## config.mk

```make
export PLATFORM = sky130hd
export DESIGN_NAME = mem_access_unit_flat
export DESIGN_NICKNAME = d
export VERILOG_FILES = /design/src/rtl/mem_access_unit_pkg.sv /design/src/rtl/mem_access_unit_if.sv /design/src/rtl/mem_addr_check.sv /design/src/rtl/mem_access_unit.sv /design/src/flat_wrapper.sv
export SDC_FILE = /design/constraint.sdc
export NUM_CORES = 1
export LEC_CHECK = 0
export CORE_MARGIN = 4
export CORE_UTILIZATION = 40
export CTS_CLUSTER_DIAMETER = 200
export DETAILED_ROUTE_END_ITERATION = 8
export PLACE_DENSITY_LB_ADDON = 0.05
export SKIP_CTS_REPAIR_TIMING = 1
export SLEW_MARGIN = 40
export SYNTH_ARGS = -nofsm -noshare
export SYNTH_HDL_FRONTEND = slang
export SYNTH_SLANG_ARGS = --single-unit
```

## constraint.sdc

```tcl
create_clock -name clk -period 2.6 [get_ports clk]
set_clock_uncertainty 0.05 [all_clocks]
set_input_delay 0.39 -clock clk [delete_from_list [all_inputs] [get_ports clk]]
set_output_delay 0.39 -clock clk [all_outputs]
set_load 0.1 [all_outputs]
```

## src/rtl/mem_access_unit_pkg.sv

```systemverilog
// Shared definitions for the load/store sequencer: op codes, FSM states and memory geometry.
package mem_access_unit_pkg;

    localparam int unsigned DEFAULT_N          = 2097152;
    localparam int unsigned DEFAULT_DATA_LIMIT = DEFAULT_N / 2;

    localparam logic [1:0] OP_ILLEGAL = 2'd0;
    localparam logic [1:0] OP_LOAD    = 2'd1;
    localparam logic [1:0] OP_LOAD2   = 2'd2;
    localparam logic [1:0] OP_STORE   = 2'd3;

    typedef enum logic [1:0] {
        S_IDLE,
        S_ISSUE,
        S_WAIT,
        S_RESP
    } state_t;

    // Memory read code for an op: 1 = single word, 2 = word pair, 0 = no read.
    function automatic logic [1:0] read_code(input logic [1:0] op);
        case (op)
            OP_LOAD:  return 2'd1;
            OP_LOAD2: return 2'd2;
            default:  return 2'd0;
        endcase
    endfunction

endpackage

```

## src/rtl/mem_access_unit_if.sv

```systemverilog
// Request/response handshakes plus the data-memory port of the load/store sequencer.
interface mem_access_unit_if;

    logic               req_valid;
    logic               req_ready;
    logic [1:0]         req_op;
    logic [31:0]        req_addr1;
    logic [31:0]        req_addr2;
    logic [31:0]        req_wdata;

    logic               rsp_valid;
    logic               rsp_ready;
    logic signed [31:0] rsp_data1;
    logic signed [31:0] rsp_data2;
    logic               rsp_fault;

    logic [31:0]        mem_address1;
    logic [31:0]        mem_address2;
    logic [31:0]        mem_write_data;
    logic [1:0]         mem_read;
    logic               mem_write;
    logic               mem_en;
    logic signed [31:0] mem_data1;
    logic signed [31:0] mem_data2;

    modport master (
        output req_valid, req_op, req_addr1, req_addr2, req_wdata, rsp_ready,
               mem_data1, mem_data2,
        input  req_ready, rsp_valid, rsp_data1, rsp_data2, rsp_fault,
               mem_address1, mem_address2, mem_write_data, mem_read, mem_write, mem_en
    );

    modport slave (
        input  req_valid, req_op, req_addr1, req_addr2, req_wdata, rsp_ready,
               mem_data1, mem_data2,
        output req_ready, rsp_valid, rsp_data1, rsp_data2, rsp_fault,
               mem_address1, mem_address2, mem_write_data, mem_read, mem_write, mem_en
    );

endinterface

```

## src/rtl/mem_addr_check.sv

```systemverilog
// Combinational legality check: flags illegal ops and addresses outside the data region.
module mem_addr_check
    import mem_access_unit_pkg::*;
#(
    parameter int unsigned DATA_LIMIT = DEFAULT_DATA_LIMIT
) (
    input  logic [1:0]  op,
    input  logic [31:0] addr1,
    input  logic [31:0] addr2,
    output logic        fault
);

    localparam logic [31:0] LIMIT = 32'(DATA_LIMIT);

    always_comb begin
        fault = 1'b0;
        if (op == OP_ILLEGAL) begin
            fault = 1'b1;
        end
        if (addr1 >= LIMIT) begin
            fault = 1'b1;
        end
        // The second address only matters for a pair load.
        if ((op == OP_LOAD2) && (addr2 >= LIMIT)) begin
            fault = 1'b1;
        end
    end

endmodule

```

## src/rtl/mem_access_unit.sv

```systemverilog
// Load/store sequencer: one request at a time, range-checked, across a one-cycle registered-read memory.
module mem_access_unit
    import mem_access_unit_pkg::*;
#(
    parameter int unsigned N          = DEFAULT_N,
    parameter int unsigned DATA_LIMIT = N / 2
) (
    input  logic             clk,
    input  logic             reset,
    mem_access_unit_if.slave bus
);

    state_t             state_reg;
    logic [1:0]         op_reg;
    logic               fault_reg;
    logic               req_ready_reg;
    logic               rsp_valid_reg;
    logic               rsp_fault_reg;
    logic signed [31:0] rsp_data1_reg;
    logic signed [31:0] rsp_data2_reg;
    logic [31:0]        mem_address1_reg;
    logic [31:0]        mem_address2_reg;
    logic [31:0]        mem_write_data_reg;
    logic [1:0]         mem_read_reg;
    logic               mem_write_reg;
    logic               req_fault;

    mem_addr_check #(
        .DATA_LIMIT(DATA_LIMIT)
    ) u_check (
        .op    (bus.req_op),
        .addr1 (bus.req_addr1),
        .addr2 (bus.req_addr2),
        .fault (req_fault)
    );

    always_ff @(posedge clk) begin
        if (reset) begin
            state_reg          <= S_IDLE;
            op_reg             <= OP_ILLEGAL;
            fault_reg          <= 1'b0;
            req_ready_reg      <= 1'b1;
            rsp_valid_reg      <= 1'b0;
            rsp_fault_reg      <= 1'b0;
            rsp_data1_reg      <= '0;
            rsp_data2_reg      <= '0;
            mem_address1_reg   <= '0;
            mem_address2_reg   <= '0;
            mem_write_data_reg <= '0;
            mem_read_reg       <= 2'd0;
            mem_write_reg      <= 1'b0;
        end else begin
            case (state_reg)
                S_IDLE: begin
                    if (bus.req_valid && req_ready_reg) begin
                        op_reg        <= bus.req_op;
                        fault_reg     <= req_fault;
                        req_ready_reg <= 1'b0;
                        rsp_fault_reg <= 1'b0;
                        rsp_data1_reg <= '0;
                        rsp_data2_reg <= '0;
                        state_reg     <= S_ISSUE;
                        // Strobes are registered here so they are live for the whole ISSUE cycle.
                        if (!req_fault) begin
                            mem_address1_reg   <= bus.req_addr1;
                            mem_address2_reg   <= bus.req_addr2;
                            mem_write_data_reg <= bus.req_wdata;
                            mem_read_reg       <= read_code(bus.req_op);
                            mem_write_reg      <= (bus.req_op == OP_STORE);
                        end
                    end
                end
                S_ISSUE: begin
                    mem_read_reg  <= 2'd0;
                    mem_write_reg <= 1'b0;
                    // A faulted request also spends this cycle here, but with no strobes.
                    if (fault_reg || (op_reg == OP_STORE)) begin
                        rsp_fault_reg <= fault_reg;
                        rsp_valid_reg <= 1'b1;
                        state_reg     <= S_RESP;
                    end else begin
                        state_reg <= S_WAIT;
                    end
                end
                S_WAIT: begin
                    rsp_data1_reg <= bus.mem_data1;
                    rsp_data2_reg <= (op_reg == OP_LOAD2) ? bus.mem_data2 : 32'sd0;
                    rsp_valid_reg <= 1'b1;
                    state_reg     <= S_RESP;
                end
                S_RESP: begin
                    if (bus.rsp_ready) begin
                        rsp_valid_reg <= 1'b0;
                        rsp_fault_reg <= 1'b0;
                        req_ready_reg <= 1'b1;
                        state_reg     <= S_IDLE;
                    end
                end
                default: begin
                    state_reg <= S_IDLE;
                end
            endcase
        end
    end

    assign bus.req_ready      = req_ready_reg;
    assign bus.rsp_valid      = rsp_valid_reg;
    assign bus.rsp_fault      = rsp_fault_reg;
    assign bus.rsp_data1      = rsp_data1_reg;
    assign bus.rsp_data2      = rsp_data2_reg;
    assign bus.mem_address1   = mem_address1_reg;
    assign bus.mem_address2   = mem_address2_reg;
    assign bus.mem_write_data = mem_write_data_reg;
    assign bus.mem_read       = mem_read_reg;
    assign bus.mem_write      = mem_write_reg;
    assign bus.mem_en         = ~reset;

endmodule

```

## src/flat_wrapper.sv

```systemverilog
// flat-port wrapper written by rule: the top's interface ports become plain ports
module mem_access_unit_flat import mem_access_unit_pkg::*;
#(
    parameter int unsigned N          = DEFAULT_N,
    parameter int unsigned DATA_LIMIT = N / 2
)
  (clk, reset, bus_req_valid, bus_req_op, bus_req_addr1, bus_req_addr2, bus_req_wdata, bus_rsp_ready, bus_mem_data1, bus_mem_data2, bus_req_ready, bus_rsp_valid, bus_rsp_data1, bus_rsp_data2, bus_rsp_fault, bus_mem_address1, bus_mem_address2, bus_mem_write_data, bus_mem_read, bus_mem_write, bus_mem_en);
  mem_access_unit_if bus_i ();
  input  logic clk;
  input  logic reset;
  input wire logic [$bits(bus_i.req_valid)-1:0] bus_req_valid;
  input wire logic [$bits(bus_i.req_op)-1:0] bus_req_op;
  input wire logic [$bits(bus_i.req_addr1)-1:0] bus_req_addr1;
  input wire logic [$bits(bus_i.req_addr2)-1:0] bus_req_addr2;
  input wire logic [$bits(bus_i.req_wdata)-1:0] bus_req_wdata;
  input wire logic [$bits(bus_i.rsp_ready)-1:0] bus_rsp_ready;
  input wire logic [$bits(bus_i.mem_data1)-1:0] bus_mem_data1;
  input wire logic [$bits(bus_i.mem_data2)-1:0] bus_mem_data2;
  output wire logic [$bits(bus_i.req_ready)-1:0] bus_req_ready;
  output wire logic [$bits(bus_i.rsp_valid)-1:0] bus_rsp_valid;
  output wire logic [$bits(bus_i.rsp_data1)-1:0] bus_rsp_data1;
  output wire logic [$bits(bus_i.rsp_data2)-1:0] bus_rsp_data2;
  output wire logic [$bits(bus_i.rsp_fault)-1:0] bus_rsp_fault;
  output wire logic [$bits(bus_i.mem_address1)-1:0] bus_mem_address1;
  output wire logic [$bits(bus_i.mem_address2)-1:0] bus_mem_address2;
  output wire logic [$bits(bus_i.mem_write_data)-1:0] bus_mem_write_data;
  output wire logic [$bits(bus_i.mem_read)-1:0] bus_mem_read;
  output wire logic [$bits(bus_i.mem_write)-1:0] bus_mem_write;
  output wire logic [$bits(bus_i.mem_en)-1:0] bus_mem_en;
  assign bus_i.req_valid = bus_req_valid;
  assign bus_i.req_op = bus_req_op;
  assign bus_i.req_addr1 = bus_req_addr1;
  assign bus_i.req_addr2 = bus_req_addr2;
  assign bus_i.req_wdata = bus_req_wdata;
  assign bus_i.rsp_ready = bus_rsp_ready;
  assign bus_i.mem_data1 = bus_mem_data1;
  assign bus_i.mem_data2 = bus_mem_data2;
  assign bus_req_ready = bus_i.req_ready;
  assign bus_rsp_valid = bus_i.rsp_valid;
  assign bus_rsp_data1 = bus_i.rsp_data1;
  assign bus_rsp_data2 = bus_i.rsp_data2;
  assign bus_rsp_fault = bus_i.rsp_fault;
  assign bus_mem_address1 = bus_i.mem_address1;
  assign bus_mem_address2 = bus_i.mem_address2;
  assign bus_mem_write_data = bus_i.mem_write_data;
  assign bus_mem_read = bus_i.mem_read;
  assign bus_mem_write = bus_i.mem_write;
  assign bus_mem_en = bus_i.mem_en;
  mem_access_unit #(.N(N), .DATA_LIMIT(DATA_LIMIT)) u_core (.clk(clk), .reset(reset), .bus(bus_i));
endmodule
```

==> summary.txt <==
Setup path
  – WP buf/inv: 2
  – Crit Path Max Fanout: 41
  – Reg-to-Reg End: u_core.bus.mem_address2[22]$_SDFFE_PP0P_
  – WS Path Type: reg -> reg
  – Arr. time, crit path: 2450 ps
  – Worst-case reg-to-reg path depth: 7
  – Launching point of the worst reg2reg path: u_core.state_reg[0]$_SDFFE_PP0P_
  – CP startpoint kind: flop
  – Crit-path max cell delay: 340 ps
  – Setup crit end kind: flop
  – Setup slack, reg-to-reg: 450 ps
  – WP data required: 2900 ps
  – Crit-path leading delay family: simple AND/OR/NAND/NOR gates
  – CP cell instances: inv_1 -> ha_1 -> and3_1 -> nand4_4 -> nor2_8 -> buf_12 -> mux2i_1
  – Critical path's slowest cell: ha_1

STA
  – Fin. max-slew vios: 0
  – Final period util: 82.8%
  – Tmin final: 2150 ps
  – Setup repair after global routing missed its margin: no
  – Hold_ws: 325 ps
  – Max Freq: 0.464 GHz
  – Fin. Hold Viols: 0
  – Max_slew headroom: 65.2%
  – Slew @ Worst Pin: 522 ps
  – Total Neg Setup Slack: 0 ps
  – Setup slack after layout: 447 ps
  – Endpoints failing setup: 0

Finish
  – Commonest cells after routing, fill and taps aside: 209 x nand2_1, 172 x buf_4, 171 x dfxtp_1
  – Post-route insts no fill: 1256
  – # nets final: 1197
  – Syn-to-layout area delta: 55.2%
  – Cell area after layout: 0.0103 mm2
  – Final core occ: 64.2%
  – Share of cells above drive strength 1: 21.8%
  – Most common cell after layout, fill and taps aside: nand2_1
  – Number of fill cells: 1403

Logic synthesis
  – Cells after synthesis: 715
  – Syn nets: 886
  – Post-Syn Area per Cell: 9.29 um2
  – Synth Register Bits: 171
  – Syn Std Cell Area: 0.00664 mm2
  – Sequential fraction of the synthesis area: 51.6%
  – YS warnings: 0
  – Synth unique cells: 34

Worst hold path
  – Worst Hold Class: in -> reg
  – Hold Path Cell Cnt: 4
  – Worst Hold Path EP: u_core.bus.mem_write_data[14]$_SDFFE_PP0P_
  – Worst Min Path Start: reset

Floorplanning
  – Chip width: 137 um
  – Initial Util: 41.3%
  – Num ports: 333
  – Full die area: 0.0187 mm2
  – # rows: 46
  – Die height: 137 um
  – Core box area: 0.0161 mm2

Global routing
  – Largest net degree at the start of global routing: 100
  – Met3 Usage GRT: 7.46%
  – Vias in the first global route: 5411
  – Grt peak-use layer: met2
  – Total gr overflow: 0
  – M2 GR Usage: 32.2%
  – Initial antenna violation count: 1
  – First-pass GRT wire length: 28500 um
  – GRT Total Usage: 19.4%
  – Met1 Usage GRT: 22.2%

Power
  – Seq pwr share: 37.9%
  – Total Power: 7.38 mW
  – P_int: 4.97 mW
  – Peak VDD IR: 0.000500 V
  – Net Sw Frac: 32.6%
  – Gate power share: 25.5%
  – Leak Pwr: 4.09 nW
  – Net Sw Power: 2.41 mW
  – Pwr Density: 716 mW/mm2
  – Clk network pwr share: 36.5%

Status
  – Status: complete, no violations

CTS
  – Clock Sinks: 171
  – Worst skew pair latency: 420 ps
  – Worst-case clock buffer depth: 2
  – CTS Root Cell: clkbuf_16
  – H-tree depth: 4
  – Total CTS buffers: 17
  – CTS tree: done
  – Reg clk slew, reported paths: 60 ps

Drt
  – Mean number of vias per cell: 4.73
  – WL final: 19200 um
  – Routed vias: 5947
  – WL/cell: 15.3 um
  – Number of remaining DRC errors: 0
  – Pre-Repair DR Iteration Count: 7
  – DR iter-0 viols: 372
  – Antenna-violating nets left: 0

Placed design
  – DP HPWL: 13800 um
  – Worst slack, placed: 231 ps
  – Dpl cell area: 0.00968 mm2
  – PortBufs: 332
  – Final GP Congestion: 0.766
  – Placed Instances: 1223

Run
  – # Max-Cap Violations: 0
-- cell families (layout without fill, tap and decap cells) --
family	after synthesis	count (layout)	share of synthesized area, %
buf+inv	58	382	5.63
other cells	0	1	0
simple gates	309	309	20.6
flops	171	171	51.6
compound gates	84	84	7.97
mux	88	88	13.3
fa+ha+maj	5	5	0.942
-- worst register-to-register path, stage by stage, from the launching register on --
cell and delay, ps:
dfxtp_1 330, inv_1 140, ha_1 340, and3_1 320, nand4_4 170, nor2_8 210
buf_12 290, mux2i_1 240
-- area by class of cell --
type,count,area [um2],share of cell area (%)
sequential,171,3420,33.2
timing repair buffer,345,3100,30.1
antenna,1,2.50,0.0243
clock buffer,21,460,4.47
tap,216,270,2.62
inverter,5,21.3,0.206
multi-input combinational,486,2860,27.8
clock inverter,11,166,1.61
-- Yosys cell counts, drive strengths merged --
cell type	count	area, um2
dfxtp	171	3420
nand2	209	785
nor2	37	155
nor3	3	15.0
o21ai	3	15.0
a22oi	32	240
a221oi	1	8.76
a21bo	2	20.0
nand2b	1	6.26
ha	5	62.6
nor3b	13	103
nand3	34	170
a21oi	45	229
and3	1	6.26
clkbuf	33	124
mux2i	88	881
buf	20	231
nand4	2	27.5
nor4	4	50.1
nor2b	2	12.5
nor4b	1	23.8
inv	5	18.8
a41oi	1	16.3
nand3b	2	15.0
-- power groups by stage --
stage | clock [mW] | combinational, mW | sequential, mW
floorplan | 0 | 0.675 | 3.43
global placement | 0 | 1.89 | 2.85
detailed placement | 0 | 1.89 | 2.86
CTS | 2.75 | 1.90 | 2.80
global route | 2.86 | 2.01 | 2.81
finish | 2.70 | 1.89 | 2.80
-- how the worst max path moves through the flow --
stage                                            from                                       end  cells after the start
CTS                  u_core.state_reg[0]$_SDFFE_PP0P_  u_core.bus.mem_address2[21]$_SDFFE_PP0P_                      7
detailed placement                  bus_req_addr2[26]  u_core.bus.mem_address1[19]$_SDFFE_PP0P_                      6
finish               u_core.state_reg[0]$_SDFFE_PP0P_  u_core.bus.mem_address2[22]$_SDFFE_PP0P_                      7
floorplan           u_core.bus.req_ready$_SDFFE_PP1P_  u_core.bus.mem_address2[30]$_SDFFE_PP0P_                      6
global route         u_core.state_reg[0]$_SDFFE_PP0P_  u_core.bus.mem_address2[13]$_SDFFE_PP0P_                      7
global placement                    bus_req_addr2[26]   u_core.bus.mem_address2[7]$_SDFFE_PP0P_                      6
-- layer usage --
layer | vias up | routed length, um
li1 | 3019 | -
met1 | 2683 | 7590
met2 | 212 | 9170
met3 | 33 | 1930
met4 | 0 | 498
met5 | - | 0
(Power assumes the default switching activity.)
